<file path="src/rtl/histogram_runner.sv">
// histogram_runner: run-level sequencer around the histogram_hls kernel.
// Loads RAM A from a sample stream, clears RAM B, launches the kernel with an
// ap_ctrl_hs handshake, then drains RAM B onto a result stream. Owns the
// single ports of both RAMs and hands them to the kernel while it runs.
module histogram_runner #(
  parameter int ADDR_W   = 8,
  parameter int A_DATA_W = 8,
  parameter int B_DATA_W = 32,
  parameter int N_ELEMS  = 256,
  parameter int N_BINS   = 256
) (
  input  logic                ap_clk,
  input  logic                ap_rst,
  // run control
  input  logic                start,
  output logic                busy,
  output logic                done,
  // sample stream
  input  logic [A_DATA_W-1:0] s_data,
  input  logic                s_valid,
  output logic                s_ready,
  // result stream
  output logic [B_DATA_W-1:0] m_data,
  output logic [ADDR_W-1:0]   m_bin,
  output logic                m_valid,
  input  logic                m_ready,
  // kernel control
  output logic                k_ap_start,
  input  logic                k_ap_done,
  input  logic                k_ap_ready,
  input  logic                k_ap_idle,
  // kernel RAM requests
  input  logic [ADDR_W-1:0]   k_A_address0,
  input  logic                k_A_ce0,
  input  logic [ADDR_W-1:0]   k_B_address0,
  input  logic                k_B_ce0,
  input  logic                k_B_we0,
  input  logic [B_DATA_W-1:0] k_B_d0,
  // RAM A port
  output logic [ADDR_W-1:0]   a_address0,
  output logic                a_ce0,
  output logic                a_we0,
  output logic [A_DATA_W-1:0] a_d0,
  // RAM B port
  output logic [ADDR_W-1:0]   b_address0,
  output logic                b_ce0,
  output logic                b_we0,
  output logic [B_DATA_W-1:0] b_d0,
  input  logic [B_DATA_W-1:0] b_q0
);

  typedef enum logic [3:0] {
    S_IDLE    = 4'd0,
    S_LOAD    = 4'd1,
    S_CLEAR   = 4'd2,
    S_KSTART  = 4'd3,
    S_KWAIT   = 4'd4,
    S_DRN_RD  = 4'd5,
    S_DRN_CAP = 4'd6,
    S_DRN_OUT = 4'd7,
    S_DONE    = 4'd8
  } state_t;

  localparam logic [ADDR_W:0] LAST_ELEM = (ADDR_W+1)'(N_ELEMS - 1);
  localparam logic [ADDR_W:0] LAST_BIN  = (ADDR_W+1)'(N_BINS - 1);
  localparam logic [ADDR_W:0] CNT_ONE   = (ADDR_W+1)'(1);

  // Low ADDR_W bits of the counter drive the RAM addresses.
  function automatic logic [ADDR_W-1:0] cnt_addr(input logic [ADDR_W:0] c);
    return c[ADDR_W-1:0];
  endfunction

  state_t                state_q, state_d;
  logic [ADDR_W:0]       cnt_q, cnt_d;
  logic [B_DATA_W-1:0]   m_data_q, m_data_d;
  logic [ADDR_W-1:0]     m_bin_q, m_bin_d;

  // k_ap_idle is status only; it never steers the sequencer.
  logic unused_s;
  assign unused_s = &{1'b0, k_ap_idle};

  // Next-state, counter and result-register update logic.
  always_comb begin
    state_d  = state_q;
    cnt_d    = cnt_q;
    m_data_d = m_data_q;
    m_bin_d  = m_bin_q;
    case (state_q)
      S_IDLE: begin
        if (start) begin
          state_d = S_LOAD;
          cnt_d   = '0;
        end else begin
          state_d = S_IDLE;
        end
      end
      S_LOAD: begin
        // s_ready is high throughout LOAD, so s_valid alone is a beat.
        if (s_valid) begin
          if (cnt_q == LAST_ELEM) begin
            state_d = S_CLEAR;
            cnt_d   = '0;
          end else begin
            cnt_d = cnt_q + CNT_ONE;
          end
        end else begin
          cnt_d = cnt_q;
        end
      end
      S_CLEAR: begin
        if (cnt_q == LAST_BIN) begin
          state_d = S_KSTART;
          cnt_d   = '0;
        end else begin
          cnt_d = cnt_q + CNT_ONE;
        end
      end
      S_KSTART: begin
        // A kernel that finishes in the accepting cycle skips KWAIT.
        if (k_ap_ready && k_ap_done) begin
          state_d = S_DRN_RD;
          cnt_d   = '0;
        end else if (k_ap_ready) begin
          state_d = S_KWAIT;
          cnt_d   = '0;
        end else begin
          state_d = S_KSTART;
        end
      end
      S_KWAIT: begin
        if (k_ap_done) begin
          state_d = S_DRN_RD;
          cnt_d   = '0;
        end else begin
          state_d = S_KWAIT;
        end
      end
      S_DRN_RD: begin
        state_d = S_DRN_CAP;
      end
      S_DRN_CAP: begin
        // RAM B read data is valid one cycle after the DRN_RD request.
        m_data_d = b_q0;
        m_bin_d  = cnt_addr(cnt_q);
        state_d  = S_DRN_OUT;
      end
      S_DRN_OUT: begin
        if (m_ready) begin
          if (cnt_q == LAST_BIN) begin
            state_d = S_DONE;
            cnt_d   = '0;
          end else begin
            state_d = S_DRN_RD;
            cnt_d   = cnt_q + CNT_ONE;
          end
        end else begin
          state_d = S_DRN_OUT;
        end
      end
      S_DONE: begin
        state_d = S_IDLE;
        cnt_d   = '0;
      end
      default: begin
        state_d = S_IDLE;
        cnt_d   = '0;
      end
    endcase
  end

  // Sequencer state, counter and result registers.
  always_ff @(posedge ap_clk or posedge ap_rst) begin
    if (ap_rst) begin
      state_q  <= S_IDLE;
      cnt_q    <= '0;
      m_data_q <= '0;
      m_bin_q  <= '0;
    end else begin
      state_q  <= state_d;
      cnt_q    <= cnt_d;
      m_data_q <= m_data_d;
      m_bin_q  <= m_bin_d;
    end
  end

  assign m_data = m_data_q;
  assign m_bin  = m_bin_q;

  // Control outputs and RAM port muxing, decoded from the registered state.
  always_comb begin
    busy       = 1'b0;
    done       = 1'b0;
    s_ready    = 1'b0;
    m_valid    = 1'b0;
    k_ap_start = 1'b0;
    a_address0 = '0;
    a_ce0      = 1'b0;
    a_we0      = 1'b0;
    a_d0       = '0;
    b_address0 = '0;
    b_ce0      = 1'b0;
    b_we0      = 1'b0;
    b_d0       = '0;
    if (state_q != S_IDLE) begin
      busy = 1'b1;
    end else begin
      busy = 1'b0;
    end
    case (state_q)
      S_IDLE: begin
        busy = 1'b0;
      end
      S_LOAD: begin
        s_ready = 1'b1;
        // Gaps in the stream write nothing.
        if (s_valid) begin
          a_ce0      = 1'b1;
          a_we0      = 1'b1;
          a_address0 = cnt_addr(cnt_q);
          a_d0       = s_data;
        end else begin
          a_ce0 = 1'b0;
          a_we0 = 1'b0;
        end
      end
      S_CLEAR: begin
        b_ce0      = 1'b1;
        b_we0      = 1'b1;
        b_address0 = cnt_addr(cnt_q);
        b_d0       = '0;
      end
      S_KSTART, S_KWAIT: begin
        // Kernel owns both RAMs; it only ever reads A.
        k_ap_start = (state_q == S_KSTART);
        a_address0 = k_A_address0;
        a_ce0      = k_A_ce0;
        a_we0      = 1'b0;
        a_d0       = '0;
        b_address0 = k_B_address0;
        b_ce0      = k_B_ce0;
        b_we0      = k_B_we0;
        b_d0       = k_B_d0;
      end
      S_DRN_RD: begin
        b_ce0      = 1'b1;
        b_we0      = 1'b0;
        b_address0 = cnt_addr(cnt_q);
      end
      S_DRN_CAP: begin
        m_valid = 1'b0;
      end
      S_DRN_OUT: begin
        m_valid = 1'b1;
      end
      S_DONE: begin
        done = 1'b1;
      end
      default: begin
        busy = 1'b0;
      end
    endcase
  end

endmodule

</file>
<file path="config.mk">
export PLATFORM = sky130hd
export DESIGN_NAME = histogram_runner
export DESIGN_NICKNAME = d
export VERILOG_FILES = /design/src/rtl/histogram_runner.sv
export SDC_FILE = /design/constraint.sdc
export NUM_CORES = 1
export LEC_CHECK = 0
export BUFFER_PORTS_ARGS = -buffer_cell sky130_fd_sc_hd__buf_2
export CAP_MARGIN = 15
export CORE_UTILIZATION = 45
export DETAILED_ROUTE_END_ITERATION = 6
export PLACE_DENSITY = 0.95
export SLEW_MARGIN = 40
export SYNTH_ARGS = -nofsm -noshare
export SYNTH_HDL_FRONTEND = slang
export SYNTH_SLANG_ARGS = --single-unit
</file>
<file path="constraint.sdc">
create_clock -name ap_clk -period 2.75 [get_ports ap_clk]
set_clock_uncertainty 0.15 [all_clocks]
set_input_delay 0 -clock ap_clk [delete_from_list [all_inputs] [get_ports ap_clk]]
set_output_delay 0 -clock ap_clk [all_outputs]
set_load 0.05 [all_outputs]
</file>
==> results.py <==
metrics = {
    "setup_path": {
        "crit_fanout": 35,
        "worstSetupPathType": "flop to primary output",
        "start_kind": "flop",
        "crit_arrival_ns": 2.40,
        "end_kind": "primary output",
        "critPathRequiredTime_ns": 2.60,
    },
    "floorplan": {
        "dieArea_um2": 6750,
        "coreArea_um2": 6060,
        "die_y_um": 82.2,
        "die_x_um": 82.2,
        "initial_core_util_pct": 47.7,
        "row_count": 28,
        "boundaryPins": 204,
    },
    "detailed_routing": {
        "wl_met1_mm": 3.43,
        "ant_nets": 0,
        "drtIter0Drc": 163,
        "wl_per_cell_um": 15.7,
        "drc": 0,
        "wl_met3_um": 667,
        "vias": 2978,
        "maxUsedRoutingLayer": "met4",
        "dr_wl_met2_mm": 4.74,
        "firstDrtPassIters": 4,
        "wl_mm": 9.00,
        "routed_via_density": 5.20,
    },
    "timing": {
        "setup_viol": 0,
        "worst_pin_slew_ns": 0.642,
        "timing.slew.headroom_pct": 57.2,
        "period_share_pct": 92.6,
        "rsz0062_at_grt": "no",
        "finalSetupTns_ns": 0,
        "hold_viol": 0,
        "maxSlewViolCount": 0,
        "layout_min_cycle_time_ns": 2.55,
        "clock.fmax_ghz": 0.393,
        "whs_ns": 0.0553,
    },
    "outcome": {
        "status": "finished clean",
    },
    "synthesis": {
        "synth_edf_count": 0,
        "postSynthAreaPerCell_um2": 11.0,
        "synth-seq-cells": 53,
        "synth_area_leader_cell": "dfrtp_1",
        "synth_area_um2": 2890,
        "synth_top_area_share_pct": 45.9,
        "synthTopCellsByArea": "dfrtp_1 46%, mux2_2 14%, and2_1 7.6%",
        "yosysMostFrequentCell": "dfrtp_1",
        "ys_warn_count": 0,
        "syn_inst": 263,
        "syn-num-nets": 363,
        "async_flop_share_pct": 100,
        "synth.distinct_cells": 53,
        "yosys_most_used_dff": "dfrtp_1",
        "synth_common_cells": "53 x dfrtp_1, 37 x mux2_2, 35 x and2_1",
        "yosysSeqAreaShare_pct": 45.9,
    },
    "global_route": {
        "global_route.usage.total_pct": 26.9,
        "overflow": 0,
        "grt_pass1_wl_mm": 13.5,
        "first_global_vias": 2851,
        "antenna_found_initial": 0,
        "grt_max_degree": 54,
    },
    "clock_network": {
        "cts_tree": "done",
        "cts_max_level": 2,
        "cts.reportedPaths.clkPinSlew_ns": 0.10,
        "clk_latency_ns": 0.30,
        "numCtsBuffers": 5,
        "clk_path_buf_depth": 2,
        "cts-root-buf": "clkbuf_8",
        "clock-sinks": 53,
    },
    "power_and_ir_drop": {
        "switching_share_pct": 59.0,
        "power.density_nw_per_um2": 1380,
        "p_int_mw": 2.48,
        "combPwrFrac_pct": 70.9,
        "p_switching_mw": 3.57,
        "clkPwrFrac_pct": 7.4,
        "total_leakage_power_nw": 2.37,
        "p_seq_share_pct": 21.7,
        "irDropWorstVdd_uv": 1160,
    },
    "placed_design": {
        "dp_hpwl_mm": 6.38,
        "io_buffer_count": 202,
        "gp_congestion": 0.954,
    },
    "cells_and_area": {
        "num-fill-cells": 446,
        "n_antenna_cell": 0,
        "area_growth_pct": 52.2,
        "multi_input_area_um2": 1450,
        "nNetsFinal": 597,
        "seq_area_um2": 1330,
        "drive_gt1_share_pct": 54.2,
    },
    "min_path": {
        "hp-class": "input port to flop",
    },
    "flow_run": {
        "maxCapViolations": 0,
    },
}
-- sequential cells by signal, summed over array words and instances, names as in the netlist --
name     cells
state_q      4
m_data      32
cnt_q        9
m_bin        8
-- power groups by stage --
stage | registers (mW) | clock network (mW) | logic, mW
CTS | 1.31 | 0.455 | 4.28
global route | 1.36 | 0.483 | 4.53
finish | 1.32 | 0.446 | 4.29
floorplan | 2.16 | 0 | 2.52
detailed placement | 1.31 | 0 | 4.21
global placement | 1.29 | 0 | 4.13
-- per-layer routing --
layer	track usage, %	vias to the layer above
li1	-	1396
met1	30.3	1422
met2	48.6	142
met3	7.47	18
met4	8.95	0
met5	0	-
-- cells in the final DEF, fill, tap and decap left out, types with 4 or more instances in the layout --
master         instances
buf_2                202
dfrtp_1               53
mux2_2                37
dlygate4sd3_1         37
and2_1                35
a22o_1                16
nor2_1                13
and3_1                11
nand2_1                9
o21ai_0                7
buf_4                  6
a21oi_1                5
clkbuf_8               5
nor3_1                 4
-- through the flow --
step | worst slack, ns | utilization, % | cells | cell area, µm² | power (mW)
global placement | 0.504 | 65.0 | 528 | 3940 | 5.42
finish | 0.202 | 72.6 | 573 | 4400 | 6.06
detailed placement | 0.449 | 65.0 | 528 | 3940 | 5.53
global route | 0.0267 | 72.6 | 573 | 4400 | 6.37
CTS | 0.108 | 72.6 | 573 | 4400 | 6.04
floorplan | 0.333 | - | 263 | 2890 | 4.68
-- worst paths after layout --
kind                                          endpoint              startpoint  slack (ns)  cells past startpoint
worst max-delay path                     b_address0[3]  state_q[2]$_DFFE_PP0P_        0.20                      6
worst min-delay path            state_q[1]$_DFFE_PP0P_                 s_valid        0.06                      3
worst max register to register  state_q[0]$_DFFE_PP0P_  state_q[2]$_DFFE_PP0P_        0.25                      6
worst min register to register   m_data[5]$_DFFE_PP0P_   m_data[5]$_DFFE_PP0P_        0.35                      1
max in group asynchronous       m_data[10]$_DFFE_PP0P_                  ap_rst        1.82                      3
min in group asynchronous       m_data[13]$_DFFE_PP0P_                  ap_rst        0.21                      3
-- worst max-delay path: stages (launching register included) --
cell	delay (ns)
dfrtp_1	0.53
and2b_1	0.29
nor3b_2	0.24
a21o_2	0.26
buf_4	0.33
a22o_1	0.19
buf_2	0.25
-- cell type report --
type	instances	area share, %
clock buffers	6	1.65
clock inverters	2	0.313
inverters	5	0.483
multi-input cells	187	32.9
flip-flops and latches	53	30.1
well taps	75	2.13
repair buffers	245	32.4
-- cells by family (layout without fill, tap and decap cells) --
group,Yosys count,count (layout),share of synthesized area (%)
compound gates,48,48,13.2
xor+xnor,1,1,0.303
fa+ha+maj,1,1,0.433
buf+inv,23,258,4.33
flops,53,53,45.9
mux,42,42,16.3
simple gates,95,95,19.6
-- what timing repair did --
action / 4_1_cts / 5_1_grt
endpoints found under the hold margin: 89 / 0
endpoints found under the setup margin: 0 / 36
resized for setup: 0 / 1
setup buffers: 0 / 0
hold buffers: 37 / 0
(Power assumes the default switching activity.)
